<file path="src/rtl/mips_run_ctrl_pkg.sv">
// mips_run_ctrl_pkg: run-controller state and result encodings
package mips_run_ctrl_pkg;
  typedef enum logic [1:0] {RUN_IDLE, RUN_RESET, RUN_RUN, RUN_DONE} run_state_t;
  typedef enum logic [1:0] {ST_NONE, ST_HALTED, ST_TIMEOUT, ST_ABORTED} run_status_t;
endpackage

</file>
<file path="src/rtl/mips_halt_detect.sv">
// mips_halt_detect: flags a PC self-loop held for HALT_WINDOW unstalled cycles
module mips_halt_detect #(
  parameter int PC_WIDTH    = 8,
  parameter int HALT_WINDOW = 8
) (
  input  logic                clk,
  input  logic                rst,
  input  logic                clear_i,
  input  logic                capture_i,
  input  logic                count_i,
  input  logic [PC_WIDTH-1:0] pc_i,
  input  logic                stall_n_i,
  output logic                halted_o
);
  localparam int HW = $clog2(HALT_WINDOW);
  logic [PC_WIDTH-1:0] pc_q;
  logic [HW-1:0]       cnt_q;
  logic                same;
  assign same     = (pc_i == pc_q) && stall_n_i;
  // the count holds matches, so HALT_WINDOW identical PCs need HALT_WINDOW-1 matches
  assign halted_o = count_i && same && (cnt_q == HW'(HALT_WINDOW - 2));
  always_ff @(posedge clk) begin
    if (!rst) begin
      pc_q  <= '0;
      cnt_q <= '0;
    end else begin
      if (capture_i) pc_q <= pc_i;
      if (clear_i) cnt_q <= '0;
      else if (count_i) cnt_q <= same ? cnt_q + 1'b1 : '0;
    end
  end
endmodule

</file>
<file path="src/rtl/mips_run_ctrl.sv">
// mips_run_ctrl: reset sequencing, clock gating and run supervision for the MIPS-16 core
module mips_run_ctrl
  import mips_run_ctrl_pkg::*;
#(
  parameter int PC_WIDTH    = 8,
  parameter int CNT_WIDTH   = 16,
  parameter int RST_CYCLES  = 4,
  parameter int HALT_WINDOW = 8,
  parameter int MAX_CYCLES  = 1024
) (
  input  logic                 clk,
  input  logic                 rst,
  input  logic                 start,
  input  logic                 abort,
  input  logic [PC_WIDTH-1:0]  pc,
  input  logic                 pipeline_stall_n,
  input  logic                 reg_write_en,
  output logic                 core_rst,
  output logic                 clk_en,
  output logic                 busy,
  output logic                 done,
  output logic [1:0]           status,
  output logic [CNT_WIDTH-1:0] cycle_count,
  output logic [CNT_WIDTH-1:0] retire_count
);
  localparam int RW = RST_CYCLES > 1 ? $clog2(RST_CYCLES) : 1;
  run_state_t           state_q, state_d;
  run_status_t          status_q, status_d;
  logic [CNT_WIDTH-1:0] cyc_q, cyc_d, ret_q, ret_d;
  logic [RW-1:0]        rcnt_q, rcnt_d;
  logic                 launch, halted;
  assign launch = start && (state_q == RUN_IDLE || state_q == RUN_DONE);
  mips_halt_detect #(.PC_WIDTH(PC_WIDTH), .HALT_WINDOW(HALT_WINDOW)) u_halt (
    .clk       (clk),
    .rst       (rst),
    .clear_i   (launch),
    .capture_i (state_q == RUN_RESET || state_q == RUN_RUN),
    .count_i   (state_q == RUN_RUN),
    .pc_i      (pc),
    .stall_n_i (pipeline_stall_n),
    .halted_o  (halted)
  );
  always_comb begin
    state_d  = state_q;
    status_d = status_q;
    cyc_d    = cyc_q;
    ret_d    = ret_q;
    rcnt_d   = rcnt_q;
    case (state_q)
      RUN_IDLE, RUN_DONE: if (start) begin
        state_d  = RUN_RESET;
        status_d = ST_NONE;
        cyc_d    = '0;
        ret_d    = '0;
        rcnt_d   = '0;
      end
      RUN_RESET: begin
        if (abort) begin
          state_d  = RUN_DONE;
          status_d = ST_ABORTED;
        end else if (rcnt_q == RW'(RST_CYCLES - 1)) state_d = RUN_RUN;
        else rcnt_d = rcnt_q + 1'b1;
      end
      RUN_RUN: begin
        cyc_d = cyc_q + 1'b1;
        if (reg_write_en && ret_q != '1) ret_d = ret_q + 1'b1;
        if (abort) begin
          state_d  = RUN_DONE;
          status_d = ST_ABORTED;
        end else if (halted) begin
          state_d  = RUN_DONE;
          status_d = ST_HALTED;
        end else if (cyc_q == CNT_WIDTH'(MAX_CYCLES - 1)) begin
          state_d  = RUN_DONE;
          status_d = ST_TIMEOUT;
        end
      end
      default: state_d = RUN_IDLE;
    endcase
  end
  always_ff @(posedge clk) begin
    if (!rst) begin
      state_q  <= RUN_IDLE;
      status_q <= ST_NONE;
      cyc_q    <= '0;
      ret_q    <= '0;
      rcnt_q   <= '0;
    end else begin
      state_q  <= state_d;
      status_q <= status_d;
      cyc_q    <= cyc_d;
      ret_q    <= ret_d;
      rcnt_q   <= rcnt_d;
    end
  end
  assign core_rst     = state_q == RUN_IDLE || state_q == RUN_RESET;
  assign clk_en       = state_q == RUN_RESET || state_q == RUN_RUN;
  assign busy         = clk_en;
  assign done         = state_q == RUN_DONE;
  assign status       = status_q;
  assign cycle_count  = cyc_q;
  assign retire_count = ret_q;
endmodule

</file>
<file path="config.mk">
export PLATFORM = sky130hd
export DESIGN_NAME = mips_run_ctrl
export DESIGN_NICKNAME = d
export VERILOG_FILES = /design/src/rtl/mips_run_ctrl_pkg.sv /design/src/rtl/mips_halt_detect.sv /design/src/rtl/mips_run_ctrl.sv
export SDC_FILE = /design/constraint.sdc
export NUM_CORES = 1
export LEC_CHECK = 0
export ABC_CLOCK_PERIOD_IN_PS = 5700
export CAP_MARGIN = 25
export CORE_MARGIN = 1
export CORE_UTILIZATION = 52
export DETAILED_ROUTE_END_ITERATION = 16
export PLACE_DENSITY = 0.83
export SLEW_MARGIN = 20
export SYNTH_ARGS = -nofsm -noshare
export SYNTH_HDL_FRONTEND = slang
export SYNTH_SLANG_ARGS = --single-unit
</file>
<file path="constraint.sdc">
create_clock -name clk -period 5.7 [get_ports clk]
set_clock_uncertainty 0.1 [all_clocks]
set_input_delay 1.14 -clock clk [delete_from_list [all_inputs] [get_ports clk]]
set_output_delay 1.14 -clock clk [all_outputs]
set_load 0.01 [all_outputs]
</file>
; ---- Word level (Yosys, flattened, before mapping)
; Cells that the tools add are included.
[classes]
n_shift = 0
add_sub_neg = 4
multipliers = 0
mux = 21
order_cmp = 0
reduce_logical = 18
bitwise = 1
eq_ne = 15
div_mod_pow = 0
[op_table]
columns = op, n
row1 = 16-bit case mux with 2 select lines, 2
row2 = 16-bit by 1-bit adder with 16-bit output (second input constant), 2
row3 = 16-bit 2-to-1 mux, 2
row4 = 2-bit 2-to-1 mux, 13
row5 = 16-bit by 10-bit == test with 1-bit output (second input constant), 1
row6 = 16-bit inequality test (second input constant), 1
row7 = 2-bit case mux with 3 select lines, 2
row8 = 2-bit inequality test (second input constant), 5
row9 = 3-bit AND reduction, 3
row10 = 8-bit == test, 1
row11 = 2-bit == test (second input constant), 3
row12 = 1-bit logical AND, 5
row13 = 4-bit inequality test (second input constant), 1
row14 = 2-bit case mux with 2 select lines, 1
row15 = 4-bit AND reduction, 1
row16 = 2-bit nonzero test, 2
row17 = 2-bit OR reduction, 2
row18 = 3-bit by 1-bit adder with 3-bit output (second input constant), 1
row19 = 3-bit == test (second input constant), 1
row20 = 1-bit logical OR, 3
row21 = 3-bit 2-to-1 mux, 1
row22 = 3-bit inequality test (second input constant), 1
row23 = 2-bit by 1-bit adder with 2-bit output (second input constant), 1
row24 = 2-bit by 1-bit == test with 1-bit output (second input constant), 1
row25 = other kinds (3), 3
[word_totals]
in_bits = 14
output_inout_bits = 38
latchBits = 0
reg_bits = 49
rom_bits = 0
word_cells = 66
n_memories = 0
ram_bits = 0

; ---- Longest topological paths before layout
; Gate-level depths: netlist of run 1.
[depth]
depth_word = 7
ltp_mapped = 9
ltp_nobuf = 7

; ---- Hierarchy
; A second synthesis of run 1 with hierarchy kept.
[hier_totals]
hier_cells = 309
hier_area_um2 = 2698.8
[modules_own_cells]
columns = module, cells_each, seq_area_each_um2, n_inst, area_each_um2
row1 = mips_run_ctrl, 252, 760.7, 1, 2118.3
row2 = mips_halt_detect, 57, 220.2, 1, 580.6

; ---- Worst setup path before layout of run 1
; No wires, ideal clock.
[synth_timing]
path_type = input port to flip-flop
startpoint = in pc[0]
endpoint = reg state_q[1]
setup_ps = 58
slack_ps = 3102
cell_stages = 5
arrival_ps = 2440
path_buffers = 0
t_required_ps = 5542
cell_sequence = xnor2_1 > nand3_1 > or4_4 > a2111oi_2 > o21a_1
[synth_via]
elab_chain_len = 7
elab_cells_between_ends = 9
cone_classes = eq/ne: 2 / mux: 3 / reduce/logical: 4
[synth_rtl]
columns = item, line_no
row1 = start: declaration, mips_run_ctrl.sv:15  ; input logic [PC_WIDTH-1:0] pc,
row2 = 8-bit == test (*), mips_halt_detect.sv:19  ; assign same = (pc_i == pc_q) && stall_n_i;
row3 = 1-bit logical AND (*), mips_halt_detect.sv:19
row4 = 1-bit logical AND (*) (2 in a row), mips_halt_detect.sv:21  ; assign halted_o = count_i && same && (cnt_q == HW'(HALT_WINDOW - 2));
row5 = 2-bit 2-to-1 mux, mips_run_ctrl.sv:70  ; end else if (halted) begin
row6 = 2-bit 2-to-1 mux, mips_run_ctrl.sv:67  ; if (abort) begin
row7 = 2-bit case mux with 3 select lines, mips_run_ctrl.sv:49  ; case (state_q)
row8 = end signal: assignment, mips_run_ctrl.sv:89  ; state_q <= state_d;
row9 = end: declaration, mips_run_ctrl.sv:27  ; run_state_t state_q, state_d;
; Mark *: on every way between the ends. The rest lies on a longest branch, timed or not.
; A chain may end at the register's enable or synchronous reset.

; ---- Worst setup path in the final report of run 1
[layout_timing]
startpoint = reg state_q[0]
endpoint = out clk_en
[layout_via]
elab_chain_len = 2
elab_cells_between_ends = 3
cone_classes = eq/ne: 2 / reduce/logical: 1
[layout_rtl]
columns = item, line_no
row1 = 2-bit by 1-bit == test with 1-bit output or 2-bit == test (tied branches), mips_run_ctrl.sv:97  ; assign clk_en = state_q == RUN_RESET || state_q == RUN_RUN;
row2 = 1-bit logical OR (*), mips_run_ctrl.sv:97
row3 = end: declaration, mips_run_ctrl.sv:19  ; output logic clk_en,
; Marks and branches as above.

==> results of run 1 <==
==> worst max path at each step <==
| stage | cells past startpoint | end | startpoint | slack (ns) |
|---|---|---|---|---|
| 5_1_grt | 3 | clk_en | state_q[0]$_SDFFE_PN0P_ | 2.07 |
| 4_1_cts | 3 | clk_en | state_q[0]$_SDFFE_PN0P_ | 2.16 |
| 6_report | 3 | clk_en | state_q[0]$_SDFFE_PN0P_ | 2.18 |
| 3_3_place_gp | 6 | retire_count[4]$_SDFFE_PN0P_ | start | 2.26 |
| 3_5_place_dp | 6 | retire_count[4]$_SDFFE_PN0P_ | start | 2.18 |
| 2_1_floorplan | 5 | state_q[1]$_SDFFE_PN0P_ | pc[0] | 3.10 |
==> worst max-delay path, cell delays in order, from the launching register on <==
cell	delay [ns]
dfxtp_1	0.40
inv_1	0.08
ha_1	0.81
clkdlybuf4s50_1	0.69
==> sequential cells by signal, indices dropped and copies added, names as in the netlist <==
| register | count |
|---|---|
| u_halt.cnt_q | 3 |
| retire_count | 16 |
| cycle_count | 16 |
| rcnt_q | 2 |
| u_halt.pc_q | 8 |
| status | 2 |
| state_q | 2 |
==> placed cells by master (no fill, tap or decap), types with 2 or more instances in the layout <==
cell and instances:
and2_1 3, o211ai_1 3, a21oi_1 16, o21a_1 2, nor3_1 8, nand4b_1 2
clkdlybuf4s50_1 51, and4_1 4, or3_1 6, ha_1 9, nor2_1 37, nor4b_1 3
o22ai_1 3, xor2_1 8, nand2b_1 3, mux2i_1 8, a211oi_1 2, o2111ai_1 6
a221oi_1 2, nand2_1 22, or2_2 2, o21ai_0 9, or4_1 3, nand3_1 14
clkinv_2 2, nor3b_1 4, nand4_1 5, nor4_1 3, inv_1 10, and3_1 3
clkbuf_8 5, dfxtp_1 49, o31ai_1 3, xnor2_1 19
==> power groups by stage <==
stage | sequential, mW | combinational (mW) | clock (mW)
2_1_floorplan | 0.412 | 0.341 | 0
3_3_place_gp | 0.412 | 0.410 | 0
3_5_place_dp | 0.415 | 0.420 | 0
4_1_cts | 0.407 | 0.422 | 0.204
5_1_grt | 0.411 | 0.460 | 0.218
6_report | 0.407 | 0.420 | 0.201
==> through the flow <==
step                hold WS [ns]  power, mW  cell area, µm²  cells  setup WS (ns)
global route               0.406       1.09            3190    412           2.07
CTS                        0.369       1.03            3190    412           2.16
detailed placement         0.356      0.834            3110    404           2.18
global placement           0.342      0.822            3110    404           2.26
floorplan                  0.336      0.753            2610    301           3.10
finish                     0.367       1.03            3190    412           2.18
==> metal layers <==
metal,track usage (%),vias up,wire [µm]
met1,28.2,1092,2660
met3,4.14,6,176
met4,4.79,0,38
met2,38.0,50,2630
li1,-,1173,-
met5,0,-,0
==> cell families (layout without fill, tap and decap cells) <==
family	after synthesis	count (layout)	share of synthesized area (%)
flip-flops	49	49	37.6
multiplexers	10	10	4.07
adder cells (fa/ha/maj)	9	9	4.31
buffers and inverters	25	69	5.27
AO/OA/AOI/OAI	53	53	13.8
XOR/XNOR	27	27	9.06
AND/OR/NAND/NOR	128	128	26.0
==> area by class of cell <==
| class | count | area [µm²] | area share [%] |
|---|---|---|---|
| Clock buffer | 5 | 68.8 | 2.16 |
| Clock inverter | 3 | 17.5 | 0.549 |
| Inverter | 10 | 37.5 | 1.18 |
| Multi-Input combinational cell | 227 | 1490 | 46.8 |
| Sequential cell | 49 | 981 | 30.7 |
| Tap cell | 67 | 83.8 | 2.63 |
| Timing Repair Buffer | 51 | 510 | 16.0 |
==> results.py, run 1 <==
metrics = {
    "synthesis": {
        "synth_area_per_cell_um2": 8.68,
        "synth_top_area_share_pct": 37.6,
        "ys_ff_latch": 49,
        "synthFlopType": "dfxtp_1",
        "ys.warnings.count": 0,
        "ys_types": 51,
        "yosysTopAreaCell": "dfxtp_1",
        "synthTopCellsByArea": "dfxtp_1 (38%), xnor2_1 (6.4%), nor2_1 (5.3%), ha_1 (4.3%), nand2_1 (3.2%)",
        "netlist_instances": 301,
        "synth.cell_area_um2": 2610,
        "synth.most_common_cell": "dfxtp_1",
        "synth_nets": 324,
        "synth-edff-count": 0,
        "ys_seq_area_share_pct": 37.6,
        "synthArstFlopShare_pct": 0,
        "synth_common_cells": "dfxtp_1 (49), nor2_1 (37), nand2_1 (22)",
    },
    "worst_hold_path": {
        "min_path_cells": 2,
        "hold_class": "reg2reg",
        "worstHoldEndpoint": "rcnt_q[1]$_SDFFE_PN0P_",
        "hold_start": "rcnt_q[1]$_SDFFE_PN0P_",
    },
    "place": {
        "hpwl_um": 4020,
        "io_buffer_count": 51,
        "gp_congestion": 0.833,
    },
    "timing": {
        "hold_viol_final": 0,
        "fin_crit_sh_pct": 61.7,
        "slew_viol_final": 0,
        "finalSetupViolCount": 0,
        "rsz0062_at_grt": "false",
        "max_freq_ghz": 0.284,
        "fin_crit_ns": 3.52,
        "worst_pin_slew_ns": 0.869,
        "finalSetupTns_ns": 0,
        "maxSlewHeadroom_pct": 41.9,
    },
    "floorplanning": {
        "die_h_um": 72.9,
        "initial_core_util_pct": 54.6,
        "pin_count": 52,
        "fp.dieArea_um2": 5310,
        "num_rows": 25,
        "core_um2": 4790,
        "die_x_um": 72.9,
    },
    "grt": {
        "first_global_vias": 2077,
        "grt_start_max_net_pins": 28,
        "gr-total-overflow": 0,
        "gr-usage-all-layers_pct": 21.9,
        "grt_pass1_wl_um": 9170,
        "antenna_found_initial": 0,
    },
    "detailed_routing": {
        "wl_per_cell_um": 13.4,
        "drc": 0,
        "finalWirelength_um": 5510,
        "drt-vias-per-instance": 5.63,
        "drt-initial-drc-count": 128,
        "ant_nets": 0,
        "dr.pass1.iters": 4,
        "vias": 2321,
    },
    "power_and_ir_drop": {
        "p_sw_share_pct": 36.7,
        "power_leakage_nw": 1.04,
        "p_int_uw": 651,
        "power_density_nw_per_um2": 322,
        "pwr-share-clk_pct": 19.6,
        "p_sw_uw": 377,
        "ir_drop_uv": 268,
        "pwr-share-seq_pct": 39.6,
        "p_comb_share_pct": 40.9,
    },
    "worst_setup_path": {
        "r2r_slack_ns": 2.60,
        "r2r.worst_path.cells": 6,
        "timing.rr.end": "retire_count[4]$_SDFFE_PN0P_",
        "cp-end-kind": "output port",
        "required_ns": 4.46,
        "cp_max_fo": 21,
        "cp-start-kind": "flop",
        "path_class": "reg2out",
        "r2r-start": "state_q[0]$_SDFFE_PN0P_",
        "cp.arrival_ns": 2.28,
    },
    "clock_network": {
        "cts_tree": "yes",
        "cts_setup_buffers": 0,
        "clk_latency_ns": 0.30,
        "cts_max_path_buffers": 2,
        "h-tree-depth": 2,
        "cts_hold_buffers": 0,
        "numCtsBuffers": 5,
        "cts_root_buf": "clkbuf_8",
        "cts_sinks": 49,
        "ctsResizeCount": 0,
        "clkTransAtPathRegs_ns": 0.09,
    },
    "layout": {
        "nets": 367,
        "syn2layout_area_growth_pct": 22.2,
        "num-fill-cells": 411,
        "utilization_pct": 66.7,
        "diodes": 0,
        "layout-drive-gt1-share_pct": 5.22,
    },
    "outcome": {
        "status": "complete, no violations",
    },
    "flow_run": {
        "cap_violations": 0,
    },
}
No activity file was read; power rests on OpenSTA's default activity.
==> inputs of run 2 (changes only) <==
- ABC_CLOCK_PERIOD_IN_PS: 5700 -> 3620
- CORE_UTILIZATION: 52 -> 51
- PLACE_DENSITY: 0.83 -> 0.82
- clock period: 5.7 -> 3.62 ns (I/O delays scaled with it)
==> results.py, run 2 (same netlist as run 1, synthesis figures left out) <==
metrics = {
    "outcome": {
        "status": "complete, no violations",
    },
    "timing": {
        "max_freq_ghz": 0.359,
        "worst_pin_slew_ns": 0.680,
        "finalSetupViolCount": 0,
        "slew_viol_final": 0,
        "fin_crit_sh_pct": 76.9,
        "hold_viol_final": 0,
        "fin_crit_ns": 2.78,
        "rsz0062_at_grt": "false",
        "finalSetupTns_ns": 0,
        "maxSlewHeadroom_pct": 54.6,
    },
    "place": {
        "dp_cells": 407,
        "io_buffer_count": 51,
        "gp_congestion": 0.907,
        "hpwl_um": 3980,
        "post_dp_cell_area_um2": 3130,
    },
    "clock_network": {
        "clk_latency_ns": 0.30,
        "cts_root_buf": "clkbuf_8",
        "numCtsBuffers": 5,
        "cts_sinks": 49,
        "h-tree-depth": 2,
        "cts_hold_buffers": 0,
        "cts_tree": "yes",
        "cts_max_path_buffers": 2,
        "clkTransAtPathRegs_ns": 0.09,
        "ctsResizeCount": 0,
        "cts_setup_buffers": 0,
    },
    "power_and_ir_drop": {
        "power_leakage_nw": 1.07,
        "power_density_nw_per_um2": 533,
        "ir_drop_uv": 356,
    },
    "detailed_routing": {
        "vias": 2337,
        "drt-vias-per-instance": 5.63,
        "wl_per_cell_um": 13.4,
        "drt-initial-drc-count": 73,
        "finalWirelength_um": 5570,
        "drc": 0,
        "ant_nets": 0,
        "dr.pass1.iters": 4,
    },
    "layout": {
        "stdcell_count": 415,
        "layout_common_cells": "clkdlybuf4s50_1 (51), dfxtp_1 (49), nor2_1 (37), nand2_1 (22), xnor2_1 (19)",
        "layout-drive-gt1-share_pct": 6.03,
        "final_common_cell": "clkdlybuf4s50_1",
        "final_cell_area_um2": 3250,
        "diodes": 0,
        "nets": 370,
        "num-fill-cells": 414,
        "syn2layout_area_growth_pct": 24.4,
    },
    "grt": {
        "gr-usage-all-layers_pct": 22.3,
        "first_global_vias": 2208,
        "gr-total-overflow": 0,
        "grt_pass1_wl_um": 9500,
        "grt_start_max_net_pins": 23,
        "antenna_found_initial": 0,
    },
    "worst_setup_path": {
        "cp.arrival_ns": 1.96,
        "path_class": "reg2out",
        "cp-end-kind": "output port",
        "cp-start-kind": "flop",
        "required_ns": 2.80,
        "cp_max_fo": 14,
    },
    "floorplanning": {
        "num_rows": 25,
        "die_h_um": 73.6,
        "fp.dieArea_um2": 5410,
        "pin_count": 52,
        "die_x_um": 73.6,
        "core_um2": 4820,
        "initial_core_util_pct": 54.2,
    },
    "flow_run": {
        "cap_violations": 0,
    },
    "worst_hold_path": {
        "hold_class": "reg2reg",
    },
}
## run 2: cell count changes in the layout (fill, tap and decap cells not counted)
cell / delta
buf_4: +3
clkinv_2: -2
bufinv_16: +1
clkbuf_8: +1
## run 2: final timing paths
kind | from | end | slack, ns | depth (start not counted)
worst min register to register | rcnt_q[1]$_SDFFE_PN0P_ | rcnt_q[1]$_SDFFE_PN0P_ | 0.37 | 2
worst min-delay path | rcnt_q[1]$_SDFFE_PN0P_ | rcnt_q[1]$_SDFFE_PN0P_ | 0.37 | 2
worst max-delay path | state_q[0]$_SDFFE_PN0P_ | clk_en | 0.84 | 3
worst max register to register | state_q[0]$_SDFFE_PN0P_ | retire_count[13]$_SDFFE_PN0P_ | 1.06 | 7
## run 2: routing by layer
metal / vias to the layer above / part of all wire [%] / GRT usage, %
li1: 1174 / - / -
met1: 1081 / 47 / 28.6
met2: 73 / 46 / 37.1
met3: 9 / 5.4 / 4.66
met4: 0 / 1.2 / 7.69
met5: - / 0 / 0
## run 2: cell type report
type	instances	area, µm²	area share, %
clock buffers	6	82.6	2.54
clock inverters	2	37.5	1.16
inverters	10	37.5	1.16
multi-input cells	227	1490	46.0
flip-flops and latches	49	981	30.2
well taps	67	83.8	2.58
repair buffers	54	533	16.4
## run 2: through the flow
| stage | hold WS [ns] | worst slack (ns) | util (%) | power [mW] |
|---|---|---|---|---|
| after floorplan | 0.336 | 1.40 | - | 1.19 |
| after global placement | 0.345 | 0.846 | 64.9 | 1.32 |
| after detailed placement | 0.353 | 0.770 | 64.9 | 1.33 |
| after CTS | 0.367 | 0.812 | 67.4 | 1.74 |
| after global routing | 0.399 | 0.717 | 67.4 | 1.84 |
| final | 0.370 | 0.836 | 67.4 | 1.73 |
## run 2: power by group
| group | switching (mW) | internal [mW] |
|---|---|---|
| sequential | 0.0441 | 0.597 |
| clock | 0.184 | 0.225 |
| combinational | 0.373 | 0.308 |
| total | 0.601 | 1.13 |
## run 2: critical path, stage by stage, from the launching register on
cell             delay, ns
dfxtp_1               0.39
inv_1                 0.08
ha_1                  0.56
clkdlybuf4s50_1       0.63
